--- src/rtl/cpu_pkg.sv ---
// Shared defaults and FSM state type for the register sequencer.
package cpu_pkg;

    localparam int unsigned DEF_DATA_W  = 8;
    localparam int unsigned DEF_ADDR_W  = 3;
    localparam int unsigned DEF_TIMEOUT = 16;

    typedef enum logic [1:0] {
        StIdle,
        StRead,
        StExec,
        StWb
    } state_e;

endpackage

--- src/rtl/reg_sequencer_if.sv ---
// Instruction, register-file and ALU signals of the register sequencer.
// slave is the sequencer side; master is the environment side.
interface reg_sequencer_if import cpu_pkg::*; #(
    parameter int unsigned DATA_W = DEF_DATA_W,
    parameter int unsigned ADDR_W = DEF_ADDR_W
);

    logic              instr_valid;
    logic              instr_ready;
    logic [ADDR_W-1:0] instr_rd;
    logic [ADDR_W-1:0] instr_rs1;
    logic [ADDR_W-1:0] instr_rs2;
    logic              instr_wb;
    logic [ADDR_W-1:0] rf_raddr1;
    logic [ADDR_W-1:0] rf_raddr2;
    logic [DATA_W-1:0] rf_rdata1;
    logic [DATA_W-1:0] rf_rdata2;
    logic [ADDR_W-1:0] rf_waddr;
    logic [DATA_W-1:0] rf_wdata;
    logic              rf_we;
    logic [DATA_W-1:0] alu_a;
    logic [DATA_W-1:0] alu_b;
    logic              alu_start;
    logic              alu_done;
    logic [DATA_W-1:0] alu_result;
    logic              busy;
    logic              err;

    modport slave (
        input  instr_valid, instr_rd, instr_rs1, instr_rs2, instr_wb,
        input  rf_rdata1, rf_rdata2, alu_done, alu_result,
        output instr_ready, rf_raddr1, rf_raddr2, rf_waddr, rf_wdata, rf_we,
        output alu_a, alu_b, alu_start, busy, err
    );

    modport master (
        output instr_valid, instr_rd, instr_rs1, instr_rs2, instr_wb,
        output rf_rdata1, rf_rdata2, alu_done, alu_result,
        input  instr_ready, rf_raddr1, rf_raddr2, rf_waddr, rf_wdata, rf_we,
        input  alu_a, alu_b, alu_start, busy, err
    );

endinterface

--- src/rtl/alu_timeout_counter.sv ---
// Saturating EXEC-cycle counter; expired flags the TIMEOUT-th enabled cycle.
module alu_timeout_counter #(
    parameter int unsigned TIMEOUT = 16
) (
    input  logic clk,
    input  logic rst,
    input  logic clear,
    input  logic enable,
    output logic expired
);

    localparam int unsigned CNT_W = $clog2(TIMEOUT + 1);
    localparam logic [CNT_W-1:0] CNT_MAX  = CNT_W'(TIMEOUT);
    localparam logic [CNT_W-1:0] CNT_LAST = CNT_W'(TIMEOUT - 1);

    logic [CNT_W-1:0] r_cnt;
    logic [CNT_W-1:0] w_cnt_next;

    always_comb begin
        w_cnt_next = r_cnt;
        if (clear) begin
            w_cnt_next = '0;
        end else if (enable && (r_cnt != CNT_MAX)) begin
            w_cnt_next = r_cnt + CNT_W'(1);
        end
    end

    always_ff @(posedge clk) begin
        if (rst) begin
            r_cnt <= '0;
        end else begin
            r_cnt <= w_cnt_next;
        end
    end

    // r_cnt holds the number of earlier EXEC cycles, so this fires on the last allowed one.
    assign expired = enable && (r_cnt >= CNT_LAST);

endmodule

--- src/rtl/reg_sequencer.sv ---
// Single-issue read/execute/write-back sequencer between a register file and an ALU.
// Optional R0_ZERO_EN: R0 reads as zero and writes to R0 are suppressed.
module reg_sequencer import cpu_pkg::*; #(
    parameter int unsigned DATA_W  = DEF_DATA_W,
    parameter int unsigned ADDR_W  = DEF_ADDR_W,
    parameter int unsigned TIMEOUT = DEF_TIMEOUT
) (
    input  logic           clk,
    input  logic           rst,
    reg_sequencer_if.slave bus
);

    state_e            r_state;
    state_e            w_state_next;
    logic [ADDR_W-1:0] r_rd;
    logic [ADDR_W-1:0] r_rs1;
    logic [ADDR_W-1:0] r_rs2;
    logic              r_wb;
    logic [DATA_W-1:0] r_alu_a;
    logic [DATA_W-1:0] r_alu_b;
    logic [DATA_W-1:0] r_wdata;
    logic              r_first;
    logic              r_err;

    logic              w_accept;
    logic              w_done;
    logic              w_timeout;
    logic              w_expired;
    logic              w_wr_allow;
    logic [DATA_W-1:0] w_opa;
    logic [DATA_W-1:0] w_opb;

`ifdef R0_ZERO_EN
    assign w_opa      = (r_rs1 == '0) ? '0 : bus.rf_rdata1;
    assign w_opb      = (r_rs2 == '0) ? '0 : bus.rf_rdata2;
    assign w_wr_allow = (r_rd != '0);
`else
    assign w_opa      = bus.rf_rdata1;
    assign w_opb      = bus.rf_rdata2;
    assign w_wr_allow = 1'b1;
`endif

    alu_timeout_counter #(
        .TIMEOUT (TIMEOUT)
    ) u_alu_timeout_counter (
        .clk     (clk),
        .rst     (rst),
        .clear   (r_state != StExec),
        .enable  (r_state == StExec),
        .expired (w_expired)
    );

    always_comb begin
        w_state_next = r_state;
        w_accept     = 1'b0;
        w_done       = 1'b0;
        w_timeout    = 1'b0;
        unique case (r_state)
            StIdle: begin
                if (bus.instr_valid) begin
                    w_accept     = 1'b1;
                    w_state_next = StRead;
                end
            end
            StRead: w_state_next = StExec;
            StExec: begin
                if (bus.alu_done) begin
                    w_done       = 1'b1;
                    w_state_next = r_wb ? StWb : StIdle;
                end else if (w_expired) begin
                    w_timeout    = 1'b1;
                    w_state_next = StIdle;
                end
            end
            StWb:    w_state_next = StIdle;
            default: w_state_next = StIdle;
        endcase
    end

    always_ff @(posedge clk) begin
        if (rst) begin
            r_state <= StIdle;
            r_rd    <= '0;
            r_rs1   <= '0;
            r_rs2   <= '0;
            r_wb    <= 1'b0;
            r_alu_a <= '0;
            r_alu_b <= '0;
            r_wdata <= '0;
            r_first <= 1'b0;
            r_err   <= 1'b0;
        end else begin
            r_state <= w_state_next;
            r_first <= (r_state == StRead);
            r_err   <= w_timeout;
            if (w_accept) begin
                r_rd  <= bus.instr_rd;
                r_rs1 <= bus.instr_rs1;
                r_rs2 <= bus.instr_rs2;
                r_wb  <= bus.instr_wb;
            end
            if (r_state == StRead) begin
                r_alu_a <= w_opa;
                r_alu_b <= w_opb;
            end
            if (w_done) begin
                r_wdata <= bus.alu_result;
            end
        end
    end

    // Control outputs are gated by rst so they drop in the very cycle reset is raised.
    assign bus.instr_ready = (r_state == StIdle) && !rst;
    assign bus.busy        = (r_state != StIdle) && !rst;
    assign bus.alu_start   = (r_state == StExec) && r_first && !rst;
    assign bus.rf_we       = (r_state == StWb) && w_wr_allow && !rst;
    assign bus.err         = r_err && !rst;
    assign bus.rf_raddr1   = r_rs1;
    assign bus.rf_raddr2   = r_rs2;
    assign bus.rf_waddr    = r_rd;
    assign bus.rf_wdata    = r_wdata;
    assign bus.alu_a       = r_alu_a;
    assign bus.alu_b       = r_alu_b;

endmodule

--- src/flat_wrapper.sv ---
// flat-port wrapper written by rule: the top's interface ports become plain ports
module reg_sequencer_flat import cpu_pkg::*;
#(
    parameter int unsigned DATA_W  = DEF_DATA_W,
    parameter int unsigned ADDR_W  = DEF_ADDR_W,
    parameter int unsigned TIMEOUT = DEF_TIMEOUT
)
  (clk, rst, bus_instr_valid, bus_instr_rd, bus_instr_rs1, bus_instr_rs2, bus_instr_wb, bus_rf_rdata1, bus_rf_rdata2, bus_alu_done, bus_alu_result, bus_instr_ready, bus_rf_raddr1, bus_rf_raddr2, bus_rf_waddr, bus_rf_wdata, bus_rf_we, bus_alu_a, bus_alu_b, bus_alu_start, bus_busy, bus_err);
  reg_sequencer_if #(.DATA_W(DATA_W), .ADDR_W(ADDR_W)) bus_i ();
  input  logic clk;
  input  logic rst;
  input wire logic [$bits(bus_i.instr_valid)-1:0] bus_instr_valid;
  input wire logic [$bits(bus_i.instr_rd)-1:0] bus_instr_rd;
  input wire logic [$bits(bus_i.instr_rs1)-1:0] bus_instr_rs1;
  input wire logic [$bits(bus_i.instr_rs2)-1:0] bus_instr_rs2;
  input wire logic [$bits(bus_i.instr_wb)-1:0] bus_instr_wb;
  input wire logic [$bits(bus_i.rf_rdata1)-1:0] bus_rf_rdata1;
  input wire logic [$bits(bus_i.rf_rdata2)-1:0] bus_rf_rdata2;
  input wire logic [$bits(bus_i.alu_done)-1:0] bus_alu_done;
  input wire logic [$bits(bus_i.alu_result)-1:0] bus_alu_result;
  output wire logic [$bits(bus_i.instr_ready)-1:0] bus_instr_ready;
  output wire logic [$bits(bus_i.rf_raddr1)-1:0] bus_rf_raddr1;
  output wire logic [$bits(bus_i.rf_raddr2)-1:0] bus_rf_raddr2;
  output wire logic [$bits(bus_i.rf_waddr)-1:0] bus_rf_waddr;
  output wire logic [$bits(bus_i.rf_wdata)-1:0] bus_rf_wdata;
  output wire logic [$bits(bus_i.rf_we)-1:0] bus_rf_we;
  output wire logic [$bits(bus_i.alu_a)-1:0] bus_alu_a;
  output wire logic [$bits(bus_i.alu_b)-1:0] bus_alu_b;
  output wire logic [$bits(bus_i.alu_start)-1:0] bus_alu_start;
  output wire logic [$bits(bus_i.busy)-1:0] bus_busy;
  output wire logic [$bits(bus_i.err)-1:0] bus_err;
  assign bus_i.instr_valid = bus_instr_valid;
  assign bus_i.instr_rd = bus_instr_rd;
  assign bus_i.instr_rs1 = bus_instr_rs1;
  assign bus_i.instr_rs2 = bus_instr_rs2;
  assign bus_i.instr_wb = bus_instr_wb;
  assign bus_i.rf_rdata1 = bus_rf_rdata1;
  assign bus_i.rf_rdata2 = bus_rf_rdata2;
  assign bus_i.alu_done = bus_alu_done;
  assign bus_i.alu_result = bus_alu_result;
  assign bus_instr_ready = bus_i.instr_ready;
  assign bus_rf_raddr1 = bus_i.rf_raddr1;
  assign bus_rf_raddr2 = bus_i.rf_raddr2;
  assign bus_rf_waddr = bus_i.rf_waddr;
  assign bus_rf_wdata = bus_i.rf_wdata;
  assign bus_rf_we = bus_i.rf_we;
  assign bus_alu_a = bus_i.alu_a;
  assign bus_alu_b = bus_i.alu_b;
  assign bus_alu_start = bus_i.alu_start;
  assign bus_busy = bus_i.busy;
  assign bus_err = bus_i.err;
  reg_sequencer #(.DATA_W(DATA_W), .ADDR_W(ADDR_W), .TIMEOUT(TIMEOUT)) u_core (.clk(clk), .rst(rst), .bus(bus_i));
endmodule
--- config.mk ---
export PLATFORM = sky130hd
export DESIGN_NAME = reg_sequencer_flat
export DESIGN_NICKNAME = d
export VERILOG_FILES = /design/src/rtl/cpu_pkg.sv /design/src/rtl/reg_sequencer_if.sv /design/src/rtl/alu_timeout_counter.sv /design/src/rtl/reg_sequencer.sv /design/src/flat_wrapper.sv
export SDC_FILE = /design/constraint.sdc
export NUM_CORES = 1
export LEC_CHECK = 0
export CORE_MARGIN = 8
export CORE_UTILIZATION = 37
export CTS_CLUSTER_DIAMETER = 150
export DETAILED_ROUTE_END_ITERATION = 10
export PLACE_DENSITY = 0.73
export SYNTH_ARGS = -nofsm -noshare
export SYNTH_HDL_FRONTEND = slang
export SYNTH_SLANG_ARGS = --single-unit
--- constraint.sdc ---
create_clock -name clk -period 1.5 [get_ports clk]
set_clock_uncertainty 0.15 [all_clocks]
set_input_delay 0.15 -clock clk [delete_from_list [all_inputs] [get_ports clk]]
set_output_delay 0.15 -clock clk [all_outputs]
set_load 0.02 [all_outputs]
==> impl_metrics.json, run 1 <==
{
  "path_max_fanout": 4,
  "tightest_slew_ns": 0.303,
  "min_period_ns": 1.55,
  "finalNetCount": 321,
  "drv_cap": 0,
  "worstSetupPathType": "reg2reg",
  "clk_transition_reported_paths_ns": 0.08,
  "fin_area_um2": 2810,
  "area_delta_synth_final_pct": 68.0,
  "yosysWarnings": 0,
  "avgSynthCellArea_um2": 8.99,
  "hold-worst-slack_ns": 0.254,
  "netlist_instances": 186,
  "yosysUniqueCellTypes": 31,
  "num_antenna_cells": 0,
  "die_area_um2": 6920,
  "hold_buffers": 0,
  "p_per_area_nw_per_um2": 914,
  "setup_viol": 3,
  "ant_nets": 0,
  "synth.ff_latch_count": 43,
  "die-height_um": 83.2,
  "period_share": 1.03,
  "first_pass_iters": 4,
  "via_count": 1573,
  "crit_arrival_ns": 1.63,
  "grt_pass1_wl_um": 8000,
  "slew_viol_final": 0,
  "io_buffers": 75,
  "grt_usage": 0.139,
  "post-route-util": 0.645,
  "clk_path_buf_depth": 2,
  "drt-total-wl_um": 4890,
  "drtIter0Drc": 82,
  "grt_pass1_vias": 1630,
  "hp-class": "in2reg",
  "cp-end-kind": "register",
  "start_kind": "register",
  "worstHoldPathCells": 3,
  "netlist_area_um2": 1670,
  "violations": "setup timing",
  "dp_slack_ns": -0.448,
  "grt.overflow.total": 0,
  "status": "finished with violations",
  "drive_gt1_frac": 0.210,
  "cts_tree": "built",
  "rows": 24,
  "p_leak_nw": 1.29,
  "grt_max_degree": 27,
  "rsz0062_at_grt": "yes",
  "gp_congestion": 0.747,
  "antenna_found_initial": 0,
  "crit_required_ns": 1.58,
  "max-vdd-ir-drop_mv": 0.675,
  "io_pins": 76,
  "dp_hpwl_um": 3450,
  "core_area_um2": 4350,
  "final_hold_viol_count": 0,
  "fin_cells": 333,
  "die_w_um": 83.2,
  "setup_ws_ns": -0.0498,
  "clock_latency_ns": 0.29,
  "ys_seq_area_frac": 0.515,
  "layout_commonest_cell": "dfxtp_1",
  "fmax_ghz": 0.645,
  "place_area_um2": 2590,
  "r2r_cells": 5,
  "numCtsBuffers": 5,
  "relSlewSlack": 0.797,
  "place_inst": 320,
  "h-tree-depth": 2,
  "clock_sinks": 43,
  "drc": 0,
  "layout_common_cells": "dfxtp_1, clkdlybuf4s50_1, dlygate4sd2_1, nand2_1, nor2_1",
  "synth_fp_nets": 227,
  "wire_per_inst_um": 14.7,
  "root_buffer": "clkbuf_8",
  "viasPerCell": 4.72,
  "start_util": 0.384
}
-- layout make-up --
class                      count  area [µm²]
fill                         374        1550
sequential                    43         870
clock inverter                 2        35.0
timing repair buffer         101         915
clock buffer                   6        82.6
multi-input combinational    123         813
inverter                       6        28.8
tap                           52        65.1
-- registers in the layout, indices dropped and copies added, names as in the netlist --
signal and count:
u_core.bus.rf_raddr2 3, u_core.bus.rf_wdata 8, u_core.bus.alu_b 8, u_core.bus.rf_waddr 3, u_core.r_first 1, u_core.u_alu_timeout_counter.r_cnt 5, u_core.r_err 1, u_core.r_state 2
u_core.bus.alu_a 8, u_core.bus.rf_raddr1 3, u_core.r_wb 1
-- worst max-delay path: stages, from the launching register on --
cell and delay, ns:
dfxtp_4 0.39, inv_4 0.04, ha_4 0.14, and4bb_4 0.21
or4_4 0.42, a21oi_2 0.12
-- layer usage --
layer	vias up	routed length (µm)	track usage
met5	-	0	0
met4	0	70	0.0527
met3	7	520	0.0635
met2	62	2160	0.205
met1	711	2140	0.171
li1	793	-	-
-- Yosys cell counts, drive strengths merged --
cell / n / area, µm²
dfxtp: 43 / 861
nand2: 33 / 124
nor2: 27 / 101
a21oi: 18 / 90.1
mux2i: 18 / 180
buf: 8 / 51.3
clkbuf: 6 / 22.5
inv: 5 / 18.8
ha: 3 / 37.5
nor2b: 3 / 18.8
nor3: 3 / 15.0
a211oi: 2 / 15.0
nand2b: 2 / 20.0
a2111oi: 1 / 10.0
a221oi: 1 / 8.76
a31oi: 1 / 6.26
and3: 1 / 7.51
and4bb: 1 / 16.3
clkinvlp: 1 / 5.00
nand3: 1 / 5.00
nand3b: 1 / 7.51
nand4: 1 / 6.26
nor3b: 1 / 7.51
o21ai: 1 / 5.00
or2: 1 / 6.26
or4: 1 / 7.51
xnor2: 1 / 8.76
xor2: 1 / 8.76
-- final timing paths --
kind / slack (ns) / endpoint / start
max: -0.05 / u_core.u_alu_timeout_counter.r_cnt[2]$_SDFFE_PP0P_ / u_core.u_alu_timeout_counter.r_cnt[1]$_SDFFE_PP0P_
min: 0.25 / u_core.bus.alu_a[1]$_SDFFE_PP0P_ / bus_rf_rdata1[1]
max reg2reg: -0.05 / u_core.u_alu_timeout_counter.r_cnt[2]$_SDFFE_PP0P_ / u_core.u_alu_timeout_counter.r_cnt[1]$_SDFFE_PP0P_
min reg2reg: 0.30 / u_core.bus.alu_b[7]$_SDFFE_PP0P_ / u_core.bus.alu_b[7]$_SDFFE_PP0P_
-- kinds of logic (layout without fill, tap and decap cells) --
kind of cell | Yosys count | after routing | share of synthesized area
xor gates and xnor gates | 2 | 2 | 0.0105
DFF | 43 | 43 | 0.515
AOI/OAI and AO/OA | 24 | 24 | 0.0808
muxes | 18 | 18 | 0.108
and+or+nand+nor | 76 | 76 | 0.205
buffers and inverters | 20 | 115 | 0.0584
adders and majority gates | 3 | 3 | 0.0225
-- repair_timing --
| action | in CTS | in global routing |
|---|---|---|
| buffers inserted | 2 | 2 |
| pin swaps | 4 | 7 |
| endpoints found under the setup margin | 41 | 11 |
| cloned | 0 | 1 |
| resized for setup | 66 | 19 |
-- through the flow --
step           setup TNS (ns)  power (mW)
2_1_floorplan               0        1.43
3_3_place_gp            -2.42        1.67
3_5_place_dp            -2.69        1.68
4_1_cts                -0.167        2.57
5_1_grt                -0.329        2.70
6_report              -0.0694        2.57
-- power by group --
part           switching (mW)  total [mW]  internal, mW  leakage (nW)
sequential             0.0240        1.21          1.19         0.352
clock                   0.393       0.932         0.539        0.0612
combinational           0.202       0.426         0.224         0.875
total                   0.619        2.57          1.95          1.29
No activity file was read; power rests on OpenSTA's default activity.
==> run 2: changes to the inputs <==
- clock period: 1.5 -> 1.4 ns (I/O delays scaled with it)
==> run 2 against run 1 <==
The run still ends with setup timing left. Power up 1.2%. Sequential share of layout area down 0.34 points. Critical path depth unchanged. Worst setup slack worse by 0.097 ns.
==> impl_metrics.json, run 2 (synthesis gave the netlist of run 1 again) <==
{
  "crit_arrival_ns": 1.62,
  "relSlewSlack": 0.824,
  "cts_tree": "built",
  "grt.overflow.total": 0,
  "die_area_um2": 6920,
  "drt-total-wl_um": 4690,
  "h-tree-depth": 2,
  "start_util": 0.384,
  "root_buffer": "clkbuf_8",
  "clock_sinks": 43,
  "die-height_um": 83.2,
  "num_antenna_cells": 0,
  "final_hold_viol_count": 0,
  "gp_congestion": 0.760,
  "fmax_ghz": 0.647,
  "total_power_mw": 2.60,
  "io_buffers": 75,
  "cp-end-kind": "register",
  "post-route-util": 0.655,
  "status": "finished with violations",
  "numCtsBuffers": 5,
  "rsz0062_at_grt": "yes",
  "grt_pass1_wl_um": 7890,
  "path_max_fanout": 3,
  "clk_transition_reported_paths_ns": 0.07,
  "setup_ws_ns": -0.146,
  "nFillCells": 360,
  "finalNetCount": 320,
  "wire_per_inst_um": 14.1,
  "first_pass_iters": 4,
  "dp_hpwl_um": 3320,
  "p_per_area_nw_per_um2": 911,
  "p_leak_nw": 1.29,
  "area_delta_synth_final_pct": 70.7,
  "worstSetupPathType": "reg2reg",
  "hp-class": "in2reg",
  "die_w_um": 83.2,
  "crit_required_ns": 1.48,
  "core_area_um2": 4350,
  "grt_usage": 0.136,
  "grt_max_degree": 21,
  "hold-worst-slack_ns": 0.248,
  "place_inst": 318,
  "antenna_found_initial": 0,
  "io_pins": 76,
  "rows": 24,
  "hold_buffers": 0,
  "drive_gt1_frac": 0.225,
  "ant_nets": 0,
  "drv_cap": 0,
  "setup_viol": 9,
  "tightest_slew_ns": 0.264,
  "layout_common_cells": "dfxtp_1, clkdlybuf4s50_1, dlygate4sd2_1, nand2_1, nor2_1",
  "drc": 0,
  "fin_cells": 332,
  "via_count": 1565,
  "clock_latency_ns": 0.28,
  "viasPerCell": 4.71,
  "violations": "setup timing",
  "period_share": 1.10,
  "clk_path_buf_depth": 2,
  "min_period_ns": 1.55,
  "drtIter0Drc": 62,
  "start_kind": "register",
  "max-vdd-ir-drop_mv": 0.657,
  "layout_commonest_cell": "dfxtp_1",
  "slew_viol_final": 0,
  "grt_pass1_vias": 1628
}
-- run 2: path summary, 6_finish.rpt --
check / from / endpoint / slack (ns) / cells after the start
min: bus_rf_rdata1[7] / u_core.bus.alu_a[7]$_SDFFE_PP0P_ / 0.25 / 3
max reg2reg: u_core.u_alu_timeout_counter.r_cnt[0]$_SDFFE_PP0P_ / u_core.u_alu_timeout_counter.r_cnt[2]$_SDFFE_PP0P_ / -0.15 / 5
max: u_core.u_alu_timeout_counter.r_cnt[0]$_SDFFE_PP0P_ / u_core.u_alu_timeout_counter.r_cnt[2]$_SDFFE_PP0P_ / -0.15 / 5
min reg2reg: u_core.bus.alu_a[2]$_SDFFE_PP0P_ / u_core.bus.alu_a[2]$_SDFFE_PP0P_ / 0.30 / 2
-- run 2: cell type report --
class                      instances  area, µm²  share of cell area
timing repair buffer             100        941               0.330
tap                               52       65.1              0.0228
inverter                           6       26.3             0.00921
clock buffer                       8        100              0.0351
sequential                        43        873               0.306
multi-input combinational        123        847               0.297
-- run 2: metal layers --
metal	up-vias	global-route usage	part of all wire
li1	794	-	-
met1	706	0.158	0.42
met2	56	0.211	0.47
met3	9	0.0576	0.093
met4	0	0.0591	0.024
met5	-	0	0
-- run 2: worst max-delay path, cell delays in order, from the launching register on --
cell and delay (ns):
dfxtp_4 0.38, inv_4 0.04, ha_4 0.15, and4bb_4 0.21, or4_4 0.42, a21oi_2 0.14
-- run 2: stage by stage --
stage / TNS, ns / setup slack, ns / cell area, µm²
2_1_floorplan: -0.140 / -0.0789 / 1680
5_1_grt: -1.74 / -0.179 / 2850
6_report: -0.418 / -0.146 / 2850
3_5_place_dp: -4.49 / -0.458 / 2600
4_1_cts: -0.474 / -0.154 / 2740
3_3_place_gp: -4.20 / -0.454 / 2600
-- run 2: repair_timing --
item / CTS / global route
cloned: 1 / 1
buffers inserted: 2 / 3
pin swaps: 4 / 12
setup endpoints to repair: 52 / 36
resized for setup: 72 / 26
-- run 2: power breakdown --
part / leakage (nW) / total [mW] / internal, mW / switching [mW]
sequential: 0.353 / 1.30 / 1.27 / 0.0279
clock: 0.0515 / 0.836 / 0.450 / 0.386
combinational: 0.885 / 0.464 / 0.247 / 0.217
==> run 3: changes to the inputs <==
- HOLD_SLACK_MARGIN: unset -> 0.1
==> results of run 3 <==
Final layout, timing and power as in run 2 (identical DEF).
==> edit: new RTL, settings of run 2 <==
Build with the macro `R0_ZERO_EN` defined.
--- a/src/rtl/reg_sequencer.sv
+++ b/src/rtl/reg_sequencer.sv
@@ -1,4 +1,6 @@
 // Single-issue read/execute/write-back sequencer between a register file and an ALU.
 // Optional R0_ZERO_EN: R0 reads as zero and writes to R0 are suppressed.
+`define R0_ZERO_EN
+
 module reg_sequencer import cpu_pkg::*; #(
     parameter int unsigned DATA_W  = DEF_DATA_W,
Behaviour: not the same (Yosys sat finds a counterexample within 4 cycles, from zero or initial values and one cycle with rst high).
==> edit against run 2 <==
The run still ends with negative setup slack left; non-clock buffer count is 12 higher; critical path depth unchanged; power is 3.7% higher; sequential cell count is the same; synthesized area rose by 2.3%; critical endpoint unchanged; critical path type unchanged; design area increased by 8.6%; setup slack got worse by 0.014 ns; routed wire length rose by 16%; largest cell class unchanged.
==> edit: results (changes against run 2) <==
| Metric | Value |
|---|---|
| Post-synth ARST share | 0% (unchanged) |
| Ant. Diodes | 0 (unchanged) |
| Sequential share of the synthesized area | 50.3% (was 51.5%) |
| Pin count of the biggest net entering global routing | 26 (was 21) |
| CTS Buffer Depth | 2 (unchanged) |
| Vias/cell | 4.86 (was 4.71) |
| Hold Crit Start | bus_rf_rdata1[1] (was bus_rf_rdata1[7]) |
| Fraction of layout instances using a drive strength above 1 | 34.4% (was 22.5%) |
| Number of global-route vias before repair | 1,720 (was 1,628) |
| CP top delay family | simple AND/OR/NAND/NOR gates (unchanged) |
| Violated checks | negative setup slack (unchanged) |
| Clk Latency, worst-skew pair | slightly below 0.3 ns |
| Synth top cells by count | dfxtp_1 (43), nor2_1 (26), a21oi_1 (18), mux2i_1 (18) (was dfxtp_1 (43), nand2_1 (33), nor2_1 (27)) |
| Setup ws final | -0.160 ns (was -0.146 ns) |
| Static Leak | 1.36 nW (was 1.29 nW) |
| GPL Wtd Cong | 0.753 (was 0.760) |
| Fillcell total | 338 (was 360) |
| Pre-antenna DRT Iters | 4 (unchanged) |
| Port Buf Inserts | 75 (unchanged) |
| Global-route wire length before repair | 8470 um (was 7890 um) |
| Post-Syn Nets | 231 (was 227) |
| Critical path startpoint | u_core.u_alu_timeout_counter.r_cnt[1] (was u_core.u_alu_timeout_counter.r_cnt[0]) |
| Initial antenna violation count | 0 (unchanged) |
| Slowest library cell on the worst path | or4b_4 (was or4_4) |
| CTS Buf Count | 5 (unchanged) |
| Final setup fails | 19 (was 9) |
| Peak supply drop | 0.660 mV (was 0.657 mV) |
| Share of the synthesized area in the top cell type | 50.3% (was 51.5%) |
| Worst hold-check path type | primary input to register (unchanged) |
| Critical path fanouts, max | 3 (unchanged) |
| Count of different cell masters after synthesis | 29 (was 31) |
| Critical Path AT | 1.64 ns (was 1.62 ns) |
| Clk slew on worst S/H paths | roughly 0.08 ns |
| Max incr delay on CP | 0.48 ns (was 0.42 ns) |
| Area after DPL | 0.00271 mm2 (was 0.00260 mm2) |
| CTS root buf | clkbuf_8 (unchanged) |
| Hpwl dp | 3710 um (was 3320 um) |
| Drt wl/cell | 15.8 um (was 14.1 um) |
| Layout area overhead | 81.1% (was 70.7%) |
| Area contributors post-synth | dfxtp_1 (50%), mux2i_1 (11%), nor2_1 (5.7%), a21oi_1 (5.3%), nand3_1 (5.0%) (was dfxtp_1 (51%), mux2i_1 (11%), nand2_1 (7.4%), nor2_1 (6.1%), a21oi_1 (5.4%)) |
| Setup TNS | -1.51 ns (was -0.418 ns) |
| Total track usage | 14.6% (was 13.6%) |
| Synth warn | 0 (unchanged) |
| Chip width | 84.0 um (was 83.2 um) |
| Detailed Route Iter0 Violations | 41 (was 62) |
| Slew Limit Headroom | 77.7% (was 82.4%) |
| Final nets | 334 (was 320) |
| Status | complete, but fails checks (unchanged) |
edit: cell count changes in the layout (fill, tap and decap cells not counted), moves of 5 or more:
cell,run 2,this run
nand2_1,32,16
buf_6,10,16
a21oi_1,17,12
a21oi_2,1,7
buf_4,16,24
nand3_1,1,7
nand3_2,0,10
edit: power breakdown:
| part | internal [mW] | leakage, nW | switching (mW) | total (mW) |
|---|---|---|---|---|
| logic | 0.281 | 0.960 | 0.256 | 0.537 |
| clock network | 0.449 | 0.0505 | 0.418 | 0.867 |
| registers | 1.27 | 0.351 | 0.0266 | 1.29 |
edit: cell families after synthesis:
logic type / after synthesis / share of synthesized area, %
AOI/OAI and AO/OA: 23 / 7.90
xor gates and xnor gates: 2 / 1.02
adders and majority gates: 3 / 2.19
buffers and inverters: 21 / 5.19
DFF: 43 / 50.3
muxes: 18 / 10.5
and+or+nand+nor: 80 / 22.8
edit: what timing repair did:
item                       in CTS  in global routing
gates resized for setup        86                 44
setup endpoints to repair      73                 45
setup buffers                   9                  3
cloned                          2                  0
pin swaps                       9                 33
edit: tightest hold or removal path, delay by kind of cell:
kind / cells / cell delay, ns
compound gates: 1 / 0.05
simple gates: 1 / 0.07
buf+inv: 1 / 0.40
edit: layout make-up:
cell class / count / area share [%]
multi-input combinational: 126 / 32.1
sequential: 43 / 27.9
clock inverter: 1 / 0.242
tap: 52 / 2.10
timing repair buffer: 112 / 33.8
inverter: 5 / 0.606
clock buffer: 7 / 3.11
edit: path summary, 6_finish.rpt:
| kind | endpoint | slack, ns | cells past startpoint |
|---|---|---|---|
| max | u_core.u_alu_timeout_counter.r_cnt[2] | -0.16 | 5 |
| min | u_core.bus.alu_a[1] | 0.26 | 3 |
| max reg2reg | u_core.u_alu_timeout_counter.r_cnt[2] | -0.16 | 5 |
| min reg2reg | u_core.bus.alu_a[3] | 0.30 | 2 |
edit: routing by layer:
metal,wire (um),vias up,track usage (%),share of wire (%)
met5,0,-,0,0
met4,81,0,5.02,1.5
met3,249,7,4.20,4.6
met2,2980,43,25.8,55
met1,2140,788,16.0,39
li1,-,842,-,-
edit: through the flow:
stage,setup WS (ns),hold WS [ns],power (mW),cells
2_1_floorplan,-0.143,0.0630,1.53,190
3_3_place_gp,-0.474,0.288,1.79,327
3_5_place_dp,-0.488,0.294,1.79,327
4_1_cts,-0.150,0.260,2.68,345
5_1_grt,-0.189,0.258,2.81,346
6_report,-0.160,0.260,2.70,346
